[config.mk]
export PLATFORM = sky130hd
export DESIGN_NAME = shifter_operand_unit
export DESIGN_NICKNAME = d
export VERILOG_FILES = /design/src/rtl/shifter_operand_unit.sv
export SDC_FILE = /design/constraint.sdc
export NUM_CORES = 1
export LEC_CHECK = 0
export CAP_MARGIN = 40
export CELL_PAD_IN_SITES_DETAIL_PLACEMENT = 0
export CELL_PAD_IN_SITES_GLOBAL_PLACEMENT = 2
export CORE_ASPECT_RATIO = 1.4
export CORE_MARGIN = 2
export CORE_UTILIZATION = 38
export DETAILED_ROUTE_END_ITERATION = 7
export GPL_ROUTABILITY_DRIVEN = 0
export PLACE_DENSITY = 0.85
export SYNTH_ARGS = -nofsm -noshare
export SYNTH_HDL_FRONTEND = slang
export SYNTH_SLANG_ARGS = --single-unit
[constraint.sdc]
create_clock -name clk -period 6.3 [get_ports clk]
set_clock_uncertainty 0.15 [all_clocks]
set_input_delay 1.89 -clock clk [delete_from_list [all_inputs] [get_ports clk]]
set_output_delay 1.89 -clock clk [all_outputs]
set_load 0.005 [all_outputs]
[src/rtl/shifter_operand_unit.sv]
`default_nettype none
// ============================================================================
// Module   : shifter_operand_unit
// Brief    : Two-stage pipelined ARM operand-2 barrel shifter with carry-out.
// Revision : 1.0
// ============================================================================
module shifter_operand_unit #(
    parameter int WIDTH = 32,
    parameter int AW    = $clog2(WIDTH)
) (
    input  logic             clk,
    input  logic             rst_n,
    input  logic             flush,
    input  logic             in_valid,
    output logic             in_ready,
    input  logic [1:0]       in_mode,
    input  logic [1:0]       in_type,
    input  logic [7:0]       in_imm8,
    input  logic [3:0]       in_rotate_imm,
    input  logic [4:0]       in_shift_imm,
    input  logic [WIDTH-1:0] in_rm,
    input  logic [WIDTH-1:0] in_rs,
    input  logic             in_c,
    output logic             out_valid,
    input  logic             out_ready,
    output logic [WIDTH-1:0] out_result,
    output logic             out_carry
);

    // Amount field is wide enough to hold WIDTH itself (LSR/ASR #0 encodings).
    localparam int                 c_AMT_W  = (AW + 1 > 9) ? AW + 1 : 9;
    localparam logic [c_AMT_W-1:0] c_W_AMT  = c_AMT_W'(WIDTH);
    localparam logic [31:0]        c_W32    = 32'(WIDTH);
    localparam logic [AW-1:0]      c_ONE    = AW'(1);
    localparam logic [1:0]         c_M_ROT  = 2'b00;
    localparam logic [1:0]         c_M_IMM  = 2'b01;
    localparam logic [1:0]         c_M_REG  = 2'b10;
    localparam logic [1:0]         c_T_LSL  = 2'b00;
    localparam logic [1:0]         c_T_LSR  = 2'b01;
    localparam logic [1:0]         c_T_ASR  = 2'b10;
    localparam logic [1:0]         c_T_ROR  = 2'b11;

    logic               r_s1_valid, r_s2_valid;
    logic [WIDTH-1:0]   r_s1_src;
    logic [1:0]         r_s1_type;
    logic [c_AMT_W-1:0] r_s1_amt;
    logic               r_s1_cin, r_s1_pass, r_s1_rrx;
    logic [WIDTH-1:0]   r_s2_result;
    logic               r_s2_carry;

    logic               w_s2_adv, w_s1_adv;
    logic [WIDTH-1:0]   w_src;
    logic [1:0]         w_type;
    logic [c_AMT_W-1:0] w_amt;
    logic               w_pass, w_rrx;

    assign w_s2_adv = !r_s2_valid || out_ready;
    assign w_s1_adv = !r_s1_valid || w_s2_adv;
    assign in_ready = w_s1_adv;

    // Decode: normalise every mode onto (source, type, amount) plus two
    // special cases (pass-through with carry-in, and RRX).
    always_comb begin
        w_src  = in_rm;
        w_type = in_type;
        w_amt  = '0;
        w_pass = 1'b0;
        w_rrx  = 1'b0;
        case (in_mode)
            c_M_ROT: begin
                w_src  = {{(WIDTH-8){1'b0}}, in_imm8};
                w_type = c_T_ROR;
                w_amt  = c_AMT_W'({in_rotate_imm, 1'b0});
                w_pass = (in_rotate_imm == 4'd0);
            end
            c_M_IMM: begin
                w_amt = c_AMT_W'(in_shift_imm);
                if (in_shift_imm == 5'd0) begin
                    case (in_type)
                        c_T_LSL: w_pass = 1'b1;
                        c_T_ROR: w_rrx  = 1'b1;
                        default: w_amt  = c_W_AMT;
                    endcase
                end
            end
            c_M_REG: begin
                w_amt  = c_AMT_W'(in_rs[7:0]);
                w_pass = (in_rs[7:0] == 8'd0);
            end
            default: w_pass = 1'b1;
        endcase
    end

    logic [31:0]        w_amt32;
    logic [AW-1:0]      w_lo, w_dec, w_neg;
    logic               w_lt, w_eq, w_sign;
    logic [2*WIDTH-1:0] w_ror_full;
    logic [WIDTH-1:0]   w_asr, w_res;
    logic               w_cout;

    assign w_amt32    = 32'(r_s1_amt);
    assign w_lo       = r_s1_amt[AW-1:0];
    assign w_dec      = w_lo - c_ONE;
    assign w_neg      = ~w_lo + c_ONE;
    assign w_lt       = w_amt32 < c_W32;
    assign w_eq       = w_amt32 == c_W32;
    assign w_sign     = r_s1_src[WIDTH-1];
    assign w_ror_full = {r_s1_src, r_s1_src} >> w_lo;
    assign w_asr      = $signed(r_s1_src) >>> w_lo;

    // Shift stage. Indices w_dec/w_neg are only meaningful for 1 <= n < WIDTH;
    // n==0 never reaches the shift paths because decode flags it as pass.
    always_comb begin
        w_res  = '0;
        w_cout = 1'b0;
        case (r_s1_type)
            c_T_LSL: begin
                if (w_lt) begin
                    w_res  = r_s1_src << w_lo;
                    w_cout = r_s1_src[w_neg];
                end else if (w_eq) begin
                    w_cout = r_s1_src[0];
                end
            end
            c_T_LSR: begin
                if (w_lt) begin
                    w_res  = r_s1_src >> w_lo;
                    w_cout = r_s1_src[w_dec];
                end else if (w_eq) begin
                    w_cout = w_sign;
                end
            end
            c_T_ASR: begin
                if (w_lt) begin
                    w_res  = w_asr;
                    w_cout = r_s1_src[w_dec];
                end else begin
                    w_res  = {WIDTH{w_sign}};
                    w_cout = w_sign;
                end
            end
            default: begin
                w_res  = w_ror_full[WIDTH-1:0];
                w_cout = w_ror_full[WIDTH-1];
            end
        endcase
        if (r_s1_rrx) begin
            w_res  = {r_s1_cin, r_s1_src[WIDTH-1:1]};
            w_cout = r_s1_src[0];
        end
        if (r_s1_pass) begin
            w_res  = r_s1_src;
            w_cout = r_s1_cin;
        end
    end

    always_ff @(posedge clk or negedge rst_n) begin
        if (!rst_n) begin
            r_s1_valid  <= 1'b0;
            r_s2_valid  <= 1'b0;
            r_s1_src    <= '0;
            r_s1_type   <= 2'b00;
            r_s1_amt    <= '0;
            r_s1_cin    <= 1'b0;
            r_s1_pass   <= 1'b0;
            r_s1_rrx    <= 1'b0;
            r_s2_result <= '0;
            r_s2_carry  <= 1'b0;
        end else if (flush) begin
            r_s1_valid <= 1'b0;
            r_s2_valid <= 1'b0;
        end else begin
            if (w_s1_adv) begin
                r_s1_valid <= in_valid;
                if (in_valid) begin
                    r_s1_src  <= w_src;
                    r_s1_type <= w_type;
                    r_s1_amt  <= w_amt;
                    r_s1_cin  <= in_c;
                    r_s1_pass <= w_pass;
                    r_s1_rrx  <= w_rrx;
                end
            end
            if (w_s2_adv) begin
                r_s2_valid <= r_s1_valid;
                if (r_s1_valid) begin
                    r_s2_result <= w_res;
                    r_s2_carry  <= w_cout;
                end
            end
        end
    end

    assign out_valid  = r_s2_valid;
    assign out_result = r_s2_result;
    assign out_carry  = r_s2_carry;

endmodule
`default_nettype wire

==> results.py <==
metrics = {
    "sta": {
        "finalHoldViolations": 0,
        "drv_slew": 0,
        "fmax_ghz": 0.184,
        "rsz0062_at_grt": "no",
        "finalCritPeriodShare": 0.862,
        "finalSetupViolCount": 0,
        "period_minus_slack_ps": 5430,
        "fin_setup_tns_ps": 0,
        "relSlewSlack": 0.334,
        "tightest_slew_ps": 998,
        "fin_hold_ws_ps": 335,
    },
    "worst_setup_path": {
        "start_kind": "input port",
        "cp.required_ps": 4260,
        "ff2ff_setup_slack_ps": 2340,
        "cp-end-kind": "output pin",
        "path_class": "in2out",
        "ff2ff_path_depth": 7,
        "reg2reg_to": "out_result[9]$_DFFE_PN0P_",
        "worstPathMaxFanout": 10,
        "endpoint": "in_ready",
        "critPathArrivalTime_ps": 3390,
        "worstSetupStartpoint": "out_ready",
        "worstReg2RegStart": "r_s1_amt[0]$_DFFE_PN0P_",
    },
    "drt": {
        "top_layer": "met4",
        "via_count": 11100,
        "drcViolationCount": 0,
        "wl_met2_microns": 20800,
        "first_pass_iters": 6,
        "first_iter_violations": 1636,
        "ant_nets": 0,
        "postRouteWirelength_microns": 47900,
        "wl_met1_microns": 16900,
        "wl_per_cell_microns": 30.0,
        "met3_length_microns": 6330,
        "viasPerCell": 6.98,
    },
    "pwr": {
        "leakage_nw": 4.55,
        "vdd_drop_max_mv": 0.124,
        "p_per_area_mw_per_mm2": 281,
    },
    "place": {
        "port_buffers": 101,
        "hpwl_microns": 33100,
    },
    "logic_synthesis": {
        "syn-num-nets": 1320,
        "ys_ff_latch": 80,
        "ys_types": 85,
        "yosysTopAreaCell": "dfrtp_1",
        "ys.warnings.count": 0,
        "synth-edff-count": 0,
        "synth_area_per_cell_sq_um": 8.59,
        "synthesis.area_sq_mm": 0.0105,
        "synthArstFlopShare": 1.00,
        "ys.flop_type": "dfrtp_1",
        "synth_area_leaders": "dfrtp_1 19%, mux4_2 18%, mux2i_1 9.5%",
        "ys_seq_area_frac": 0.190,
        "syn_inst": 1225,
        "netlist.area_leader.share": 0.190,
    },
    "flow_run": {
        "cap_violations": 0,
    },
    "global_route": {
        "antenna_found_initial": 1,
        "grt_pass1_wl_microns": 71100,
        "grt_pass1_vias": 10700,
        "grt_start_max_net_pins": 90,
        "globalRoute.totalOverflow": 0,
        "grt_usage": 0.333,
    },
    "clock_tree": {
        "cts.sinks": 80,
        "path_clk_slew_ps": 60,
        "cts_tree": "done",
        "cts_setup_buffers": 0,
        "ctsHoldBuffers": 0,
        "cts.path.max_buffers": 2,
        "cts-buffers-inserted": 9,
        "cts_root_buf": "clkbuf_16",
        "cts-resized-gates": 0,
        "h-tree-depth": 3,
        "clk_latency_ps": 370,
    },
    "layout": {
        "fin_nets": 1316,
        "antenna_cells": 0,
        "drive_above_1_share": 0.169,
        "mostFrequentLayoutCells": "167 x nand2_1, 100 x mux2i_1, 100 x clkdlybuf4s50_1, 84 x mux4_2, 83 x nor2_1",
        "final_common_cell": "nand2_1",
        "area_growth_syn_to_layout_pct": 12.9,
    },
    "floorplan": {
        "dieHeight_microns": 201,
        "dieArea_sq_mm": 0.0291,
        "start_util": 0.383,
        "io_pins": 126,
        "die_x_microns": 145,
        "num_rows": 72,
        "core-area_sq_mm": 0.0275,
    },
    "min_path": {
        "hold_class": "reg2reg",
        "whs_path_depth": 2,
    },
    "status": {
        "outcome": "finished clean",
    },
}
[routing by layer]
layer | track usage | vias up
met1 | 0.414 | 5272
met3 | 0.111 | 244
li1 | - | 4682
met4 | 0.226 | 0
met2 | 0.484 | 947
met5 | 0 | -
[cell type report]
type,count,area (sq um)
Fill cell,2782,15600
Multi-Input combinational cell,979,7750
Tap cell,370,463
Clock buffer,10,229
Timing Repair Buffer,137,1290
Inverter,14,52.6
Sequential cell,80,2010
Clock inverter,6,83.8
[worst max-delay path, stage by stage]
cell,delay (ps)
clkdlybuf4s50_1,400
nor2b_1,490
nand2_1,150
clkdlybuf4s50_1,470
[through the flow]
| step | instance area (sq um) | std cells | power (mW) | setup slack [ps] | utilization |
|---|---|---|---|---|---|
| CTS | 11900 | 1594 | 3.24 | 873 | 0.432 |
| finish | 11900 | 1596 | 3.34 | 867 | 0.433 |
| floorplan | 10500 | 1225 | 2.00 | 1920 | - |
| global route | 11900 | 1596 | 3.47 | 747 | 0.433 |
| global placement | 11500 | 1576 | 2.65 | 899 | 0.420 |
| detailed placement | 11600 | 1578 | 2.66 | 868 | 0.421 |
[cells by family (layout without fill, tap and decap cells)]
group	Yosys count	in the layout	share of synthesized area
AND/OR/NAND/NOR	396	396	0.174
flip-flops	80	80	0.190
multiplexers	237	237	0.332
XOR/XNOR	7	7	0.00583
AO/OA/AOI/OAI	335	335	0.220
adder cells (fa/ha/maj)	4	4	0.00476
buffers and inverters	166	167	0.0735
[how the worst min path moves through the flow]
stage	startpoint	end	slack [ps]
5_1_grt	out_result[5]$_DFFE_PN0P_	out_result[5]$_DFFE_PN0P_	380
2_1_floorplan	r_s1_cin$_DFFE_PN0P_	r_s1_cin$_DFFE_PN0P_	330
4_1_cts	r_s1_src[31]$_DFFE_PN0P_	r_s1_src[31]$_DFFE_PN0P_	340
6_report	r_s1_src[31]$_DFFE_PN0P_	r_s1_src[31]$_DFFE_PN0P_	330
3_5_place_dp	r_s1_src[31]$_DFFE_PN0P_	r_s1_src[31]$_DFFE_PN0P_	330
3_3_place_gp	r_s1_src[31]$_DFFE_PN0P_	r_s1_src[31]$_DFFE_PN0P_	310
[cell usage after synthesis, types with 11 or more instances]
cell,n
a21oi_1,55
dfrtp_1,80
nor2_1,84
mux2i_1,100
inv_1,11
o31ai_1,13
a31oi_1,15
o21ai_0,75
mux2_1,12
o22ai_1,15
a221oi_1,12
a211oi_1,17
o21ai_1,11
nand2_1,167
nand2b_1,18
nor2b_1,13
mux2_2,41
mux4_2,84
and3_1,12
clkbuf_1,98
nor3_1,21
o211ai_1,14
nand3_1,32
buf_1,12
buf_2,23
buf_4,11
[power by group]
part,total (mW),switching (mW),internal (mW)
registers,0.897,0.297,0.600
clock network,0.573,0.228,0.345
logic,1.87,1.05,0.826
[flip-flops by register name, indices dropped and copies added (netlist names), 2 cells and up]
| register | cells |
|---|---|
| out_result | 32 |
| r_s1_amt | 8 |
| r_s1_type | 2 |
| r_s1_src | 32 |
Note: power is estimated with default switching activity, not from simulation.
